**src/rtl/cdc_fifo_pkg.sv**
```systemverilog
// cdc_fifo_pkg: shared FSM state encoding and clog2 helper for cdc_fifo blocks
package cdc_fifo_pkg;

    typedef enum logic {
        ST_IDLE  = 1'b0,
        ST_BURST = 1'b1
    } state_t;

    function automatic int clog2(input int v);
        int r;
        r = 0;
        while ((1 << r) < v) r++;
        return r;
    endfunction

endpackage

```
**src/rtl/rr_priority_select.sv**
```systemverilog
// rr_priority_select: combinational round-robin pick of the first req after last_winner
module rr_priority_select #(
    parameter int NUM_REQ  = 4,
    parameter int ID_WIDTH = 2
) (
    input  logic [NUM_REQ-1:0]  req,
    input  logic [ID_WIDTH-1:0] last_winner,
    output logic [ID_WIDTH-1:0] winner,
    output logic                any_req
);

    assign any_req = |req;

    // scan farthest-first so the nearest set bit after last_winner is written last
    always_comb begin
        winner = '0;
        for (int k = NUM_REQ; k >= 1; k--)
            if (req[(int'(last_winner) + k) % NUM_REQ])
                winner = ID_WIDTH'((int'(last_winner) + k) % NUM_REQ);
    end

endmodule

```
**src/rtl/cdc_fifo_write_arbiter.sv**
```systemverilog
// cdc_fifo_write_arbiter: packet-based round-robin sharing of one cdc_fifo write port.
// Define CDC_FIFO_WRITE_ARBITER_BURST_LIMIT_EN to force release after MAX_BURST beats.
module cdc_fifo_write_arbiter
    import cdc_fifo_pkg::*;
#(
    parameter int DATA_WIDTH = 8,
    parameter int NUM_REQ    = 4,
    parameter int ID_WIDTH   = 2,
    parameter int MAX_BURST  = 16
) (
    input  logic                          clk,
    input  logic                          reset_n,
    input  logic [NUM_REQ-1:0]            req,
    input  logic [NUM_REQ-1:0]            last,
    input  logic [NUM_REQ*DATA_WIDTH-1:0] data,
    output logic [NUM_REQ-1:0]            ack,
    output logic                          grant_valid,
    output logic [ID_WIDTH-1:0]           grant_id,
    output logic [DATA_WIDTH-1:0]         fifo_data,
    output logic                          fifo_req,
    input  logic                          fifo_full
`ifdef CDC_FIFO_WRITE_ARBITER_BURST_LIMIT_EN
    ,
    output logic                          truncated
`endif
);

    state_t              state, state_nx;
    logic [ID_WIDTH-1:0] last_winner, winner;
    logic                any_req, limit_hit, done;

    rr_priority_select #(.NUM_REQ(NUM_REQ), .ID_WIDTH(ID_WIDTH)) u_pick (
        .req(req),
        .last_winner(last_winner),
        .winner(winner),
        .any_req(any_req)
    );

    assign grant_valid = (state == ST_BURST);
    assign fifo_data   = data[grant_id*DATA_WIDTH +: DATA_WIDTH];
    assign fifo_req    = grant_valid & req[grant_id] & ~fifo_full;
    assign ack         = fifo_req ? (NUM_REQ'(1) << grant_id) : '0;
    assign done        = fifo_req & (last[grant_id] | limit_hit);

`ifdef CDC_FIFO_WRITE_ARBITER_BURST_LIMIT_EN
    localparam int CNT_W = clog2(MAX_BURST + 1);
    logic [CNT_W-1:0] beat_cnt;

    always_ff @(posedge clk or negedge reset_n)
        if (!reset_n)
            beat_cnt <= '0;
        else if (!grant_valid)
            beat_cnt <= '0;
        else if (fifo_req)
            beat_cnt <= beat_cnt + 1'b1;

    assign limit_hit = (beat_cnt == CNT_W'(MAX_BURST - 1));
    assign truncated = fifo_req & limit_hit & ~last[grant_id];
`else
    assign limit_hit = 1'b0;
`endif

    always_ff @(posedge clk or negedge reset_n)
        if (!reset_n) begin
            state       <= ST_IDLE;
            grant_id    <= '0;
            last_winner <= ID_WIDTH'(NUM_REQ - 1);
        end else begin
            state <= state_nx;
            if (!grant_valid && any_req)
                grant_id <= winner;
            if (done)
                last_winner <= grant_id;
        end

    always_comb begin
        state_nx = state;
        if (state == ST_IDLE && any_req)
            state_nx = ST_BURST;
        else if (state == ST_BURST && done)
            state_nx = ST_IDLE;
    end

endmodule
```
**config.mk**
```make
export PLATFORM = sky130hd
export DESIGN_NAME = cdc_fifo_write_arbiter
export DESIGN_NICKNAME = d
export VERILOG_FILES = /design/src/rtl/cdc_fifo_pkg.sv /design/src/rtl/rr_priority_select.sv /design/src/rtl/cdc_fifo_write_arbiter.sv
export SDC_FILE = /design/constraint.sdc
export NUM_CORES = 1
export LEC_CHECK = 0
export CAP_MARGIN = 20
export CORE_MARGIN = 4
export CORE_UTILIZATION = 29
export DETAILED_ROUTE_END_ITERATION = 10
export GPL_TIMING_DRIVEN = 0
export HOLD_SLACK_MARGIN = 0.1
export PLACE_DENSITY = 0.8
export SLEW_MARGIN = 20
export SYNTH_ARGS = -nofsm -noshare
export SYNTH_HDL_FRONTEND = slang
export SYNTH_SLANG_ARGS = --single-unit
```
**constraint.sdc**
```tcl
create_clock -name clk -period 1.9 [get_ports clk]
set_input_delay 0.38 -clock clk [delete_from_list [all_inputs] [get_ports clk]]
set_output_delay 0.38 -clock clk [all_outputs]
set_load 0.03 [all_outputs]
```
==> impl_metrics.tcl, run 1 <==
set metrics [dict create \
    status "complete, no violations" \
    root_buffer "clkbuf_4" \
    drive_above_1_share_pct 35.7 \
    synth_simple_gate_area_share_pct 19.1 \
    tightest_slew_ps 409 \
    rr_worst_depth 4 \
    crit_chain "clkdlybuf4s15_1 > mux4_1 > and2_1 > buf_4" \
    start_kind "input port" \
    cts_buffers 3 \
    dpl_worst_slack_ps -685 \
    synth-compound-area-share_pct 9.32 \
    critPathLaunch "req[0]" \
    antenna_found_initial 0 \
    io_buffers 58 \
    drt_iter0_drc 8 \
    floorplan.rows 16 \
    ys_types 26 \
    pwr-share-comb_pct 76.2 \
    synth.most_common_cell "mux4_2" \
    finalHoldViolCount 0 \
    async_flop_share_pct 100 \
    synth-seq-cells 5 \
    clockPowerShare_pct 7.9 \
    grt_max_degree 11 \
    ant_nets 0 \
    cp-end-kind "output pin" \
    path_clk_slew_ps 40 \
    detail_route.wl_per_cell_um 15.7 \
    vias 707 \
    r2r_slack_ps 170 \
    netlist_top_cells_area "mux4_2, dfrtp_1, dfstp_2" \
    synthXorXnorAreaFrac_pct 0 \
    synth_fa_ha_area_share_pct 0 \
    intPower_w 0.000802 \
    dpl_cell_area_um2 1230 \
    cts_tree "done" \
    cts_buffer_depth 2 \
    cts-htree-levels 1 \
    power_frac_seq_pct 15.8 \
    fin_crit_sh_pct 98.9 \
    endpoint "fifo_req" \
    synth_top_area_cell "mux4_2" \
    layout_min_cycle_time_ps 1880 \
    path_depth 4 \
    die_area_um2 2820 \
    path_class "input port to output pin" \
    gp_congestion 0.790 \
    syn_inst 52 \
    nNetsFinal 159 \
    cts.sinks 5 \
    vias_per_cell 4.98 \
    crit_required_ps 1520 \
    power_density_nw_per_um2 1230 \
    power_leakage_nw 0.501 \
    hpwl_mm 1.85 \
    grt_pass1_wl_mm 3.19 \
    reg2reg_from "grant_id[1]" \
    cp.arrival_ps 1500 \
    grt_remaining_overflow 0 \
    wirelength_mm 2.24 \
    num_antenna_cells 0 \
    ios 59 \
    ys_warn_count 0 \
    dr.pass1.iters 2 \
    fin_area_um2 1230 \
    fin_ws_ps 21.8 \
    syn_to_final_growth_pct 108 \
    start_util_pct 30.4 \
    grt_pass1_vias 684 \
    final-setup-viol-count 0 \
    clock_latency_ps 240 \
    synth_nets 95 \
    slew_headroom_pct 72.5 \
    vdd_drop_max_mv 0.867 \
    cp_slowest_stage_delay_ps 510 \
    placeableCoreArea_um2 1940 \
    die_h_um 53.1 \
    syn_area_um2 591 \
    yosys-top-cells-count "mux4_2, nand2_1" \
    chipWidth_um 53.1 \
    r2r-end "last_winner[0]" \
    synth_top_area_share_pct 34.3 \
    synth_top_family_by_area "multiplexers" \
    drv_slew 0 \
    path_buf_inv 2 \
    final_core_util_pct 63.3 \
    slowest_stage "mux4_1" \
    synth_flop_cell "dfrtp_1" \
    fill_cells 178 \
    synth_edf_count 0 \
    ys_seq_area_share_pct 21.6 \
    path_delay_family "multiplexers" \
    fin_worst_skew_ps 3.87 \
    drc 0 \
    p_switching_w 0.000707 \
    timing.fmax_mhz 532 \
    grt.total_usage_pct 15.5 \
    synthMuxAreaShare_pct 46.2 \
    hold_path_class "input port to asynchronous set/reset pin" \
    cap_violations 0 \
    cp_max_fo 6 \
    rsz0062_at_grt "true" \
    avgSynthCellArea_um2 11.4 \
    p_sw_share_pct 46.8 \
]
[area by class of cell]
type	instances	area, um^2	area share (%)
clock buffer	4	26.3	2.14
inverter	1	3.75	0.305
buffer	3	27.5	2.24
timing repair buffer	60	539	43.8
multi-input combinational	42	470	38.3
sequential	5	129	10.5
tap	27	33.8	2.75
[worst min-delay path by stage]
stage	from	endpoint	slack, ps	cells after the start
CTS	reset_n	grant_id[1]	360	1
global route	reset_n	grant_id[1]	360	1
floorplan	reset_n	grant_id[0]	80	0
detailed placement	grant_valid	grant_id[1]	580	1
finish	reset_n	grant_id[1]	350	1
global placement	grant_valid	grant_id[1]	580	1
[logic make-up (layout without fill, tap and decap cells)]
| group | Yosys count | after routing |
|---|---|---|
| compound gates | 9 | 9 |
| flops | 5 | 5 |
| simple gates | 19 | 19 |
| mux | 14 | 14 |
| buf+inv | 5 | 68 |
[cell usage in the layout, fill, tap and decap left out, types with 2 or more instances in the layout]
| cell | netlist | layout |
|---|---|---|
| buf_4 | 0 | 3 |
| mux4_2 | 9 | 9 |
| nand2b_1 | 3 | 2 |
| dfstp_2 | 2 | 2 |
| mux2_1 | 3 | 3 |
| buf_2 | 3 | 12 |
| nor3_2 | 1 | 2 |
| buf_6 | 0 | 3 |
| nand2_1 | 5 | 5 |
| dfrtp_1 | 3 | 2 |
| o21ai_0 | 3 | 3 |
| clkdlybuf4s50_1 | 0 | 40 |
| clkdlybuf4s15_2 | 0 | 2 |
| a21oi_1 | 2 | 2 |
| nor2_1 | 2 | 2 |
| clkbuf_4 | 0 | 3 |
[per-layer routing]
metal	global-route usage [%]	up-vias	wire (um)
met4	2.55	0	0
met2	28.3	34	1140
met3	5.35	0	232
met1	17.5	338	863
met5	0	-	0
li1	-	335	-
[flip-flops by register name, indices dropped and copies added (netlist names)]
name	count
last_winner	2
grant_valid	1
grant_id	2
[worst reg2reg max path: stages, from the launching register on]
cell	delay, ps
dfrtp_1	330
buf_2	200
mux4_2	570
nor3_2	190
mux2_1	350
[power by group through the flow]
stage / Sequential (W) / Clock (W) / Combinational [W]
2_1_floorplan: 0.000277 / 0 / 0.000725
3_3_place_gp: 0.000224 / 0 / 0.00121
3_5_place_dp: 0.000227 / 0 / 0.00122
4_1_cts: 0.000235 / 0.000126 / 0.00116
5_1_grt: 0.000251 / 0.000139 / 0.00122
6_report: 0.000239 / 0.000119 / 0.00115
[stage by stage]
step,total power [W],TNS [ps],hold WS [ps],std cells
after floorplan,0.00100,-43.9,84.4,52
after global placement,0.00143,-6020,577,137
after detailed placement,0.00145,-6400,577,137
after CTS,0.00152,-95.3,355,142
after global routing,0.00161,-254,358,142
final,0.00151,0,354,142
[repair_timing]
| item | in CTS | in global routing |
|---|---|---|
| buffers inserted | 2 | 0 |
| endpoints found under the setup margin | 15 | 11 |
| hold buffers | 0 | 0 |
| gates cloned | 0 | 0 |
| resized for setup | 77 | 11 |
(Power assumes the default switching activity.)
==> inputs of run 2 (changes only) <==
- CELL_PAD_IN_SITES_DETAIL_PLACEMENT: not set -> 0
- CELL_PAD_IN_SITES_GLOBAL_PLACEMENT: not set -> 1
- CORE_ASPECT_RATIO: not set -> 1.75
- CORE_UTILIZATION: 29 -> 19
- PLACE_DENSITY: 0.8 -> 0.77
==> run 2 against run 1 <==
Global-route usage is 3.5 points lower. Hold slack better by 29 ps. Sequential share of layout area shrank 0.14 points. Highest routed layer is now met4.
==> impl_metrics.tcl, run 2 (synthesized netlist as in run 1, its figures left out) <==
set metrics [dict create \
    status "complete, no violations" \
    root_buffer "clkbuf_8" \
    num_antenna_cells 0 \
    cp-end-kind "output pin" \
    dr.max_layer_used "met4" \
    hold_path_class "input port to asynchronous set/reset pin" \
    wl_met2_mm 1.32 \
    final-setup-viol-count 0 \
    cts.sinks 5 \
    rr_worst_depth 4 \
    vias 713 \
    instances_no_fill 157 \
    reg2reg_from "grant_id[1]" \
    cts_buffers 3 \
    dr.pass1.iters 3 \
    clock_latency_ps 220 \
    cp.arrival_ps 1480 \
    grt_pass1_wl_mm 3.70 \
    r2r_slack_ps 230 \
    chipWidth_um 50.1 \
    cts_tree "done" \
    crit_chain "buf_6 > mux4_2 > buf_2" \
    drive_above_1_share_pct 36.5 \
    ant_nets 0 \
    gp_congestion 0.753 \
    crit_required_ps 1520 \
    grt.total_usage_pct 12.0 \
    detail_route.wl_per_cell_um 15.1 \
    layout_min_cycle_time_ps 1860 \
    rsz0062_at_grt "true" \
    fin_tns_setup_ps 0 \
    start_util_pct 19.9 \
    placeableCoreArea_um2 2960 \
    grt_pass1_vias 774 \
    drt_iter0_drc 8 \
    path_buf_inv 2 \
    met1_length_um 783 \
    fin_worst_skew_ps 1.11 \
    grt_max_degree 11 \
    fin_ws_ps 38.9 \
    path_delay_family "multiplexers" \
    final_common_cell "clkdlybuf4s50_1" \
    path_clk_slew_ps 30 \
    r2r-end "last_winner[1]" \
    slowest_stage "mux4_2" \
    cap_violations 0 \
    final_core_util_pct 42.1 \
    die_h_um 81.8 \
    dpl_worst_slack_ps -692 \
    place_inst 152 \
    start_kind "flop" \
    power_leakage_nw 0.498 \
    wirelength_mm 2.37 \
    vias_per_cell 4.54 \
    syn_to_final_growth_pct 111 \
    final_cell_mix "clkdlybuf4s50_1, buf_2, mux4_2" \
    cts_hold_buf 0 \
    cts-htree-levels 1 \
    cp_slowest_stage_delay_ps 500 \
    path_class "flop to output pin" \
    hpwl_mm 2.07 \
    floorplan.rows 26 \
    cts_buffer_depth 2 \
    nNetsFinal 159 \
    timing.fmax_mhz 537 \
    drc 0 \
    die_area_um2 4100 \
    antenna_found_initial 0 \
    finalHoldViolCount 0 \
    met3_length_um 237 \
    ios 59 \
    io_buffers 58 \
    fin_hold_ws_ps 383 \
    vdd_drop_max_mv 0.648 \
    drv_slew 0 \
    grt_remaining_overflow 0 \
    power_density_nw_per_um2 1270 \
    fin_crit_sh_pct 98.0 \
    cp_max_fo 10 \
    slew_headroom_pct 72.6 \
    tightest_slew_ps 407 \
]
[run 2: per-layer routing]
layer	vias to the layer above	track usage, %
met3	3	3.99
met4	0	4.16
met2	38	23.8
met1	337	11.0
li1	335	-
met5	-	0
[run 2: per-stage QoR]
| step | cell area (um^2) | power [W] |
|---|---|---|
| final | 1250 | 0.00158 |
| after global routing | 1250 | 0.00169 |
| after CTS | 1260 | 0.00161 |
| after detailed placement | 1250 | 0.00146 |
| after global placement | 1250 | 0.00144 |
| after floorplan | 614 | 0.00100 |
[run 2: repair_timing]
| item | CTS | global route |
|---|---|---|
| buffers inserted | 2 | 0 |
| resized for setup | 77 | 7 |
| gates cloned | 0 | 0 |
| setup endpoints to repair | 15 | 7 |
[run 2: report_power, final]
group,internal [W],total [W],switching (W)
Sequential,0.000177,0.000241,0.0000639
Combinational,0.000542,0.00114,0.000603
Clock,0.000144,0.000194,0.0000498
[run 2: worst max-delay path by stage]
stage | depth (start not counted) | from | to | slack [ps]
3_3_place_gp | 4 | req[2] | fifo_req | -670
2_1_floorplan | 4 | grant_id[1] | ack[2] | -40
5_1_grt | 3 | grant_id[0] | fifo_data[0] | -40
4_1_cts | 3 | grant_id[0] | fifo_data[5] | -90
6_report | 3 | grant_id[0] | fifo_data[3] | 40
3_5_place_dp | 4 | req[2] | fifo_req | -690
[run 2: area by class of cell]
cell class | count | area [um^2]
Multi-Input combinational cell | 42 | 470
Fill cell | 302 | 1710
Clock buffer | 4 | 45.0
Sequential cell | 5 | 129
Timing Repair Buffer | 60 | 519
Inverter | 1 | 3.75
Buffer | 3 | 26.3
Tap cell | 42 | 52.6
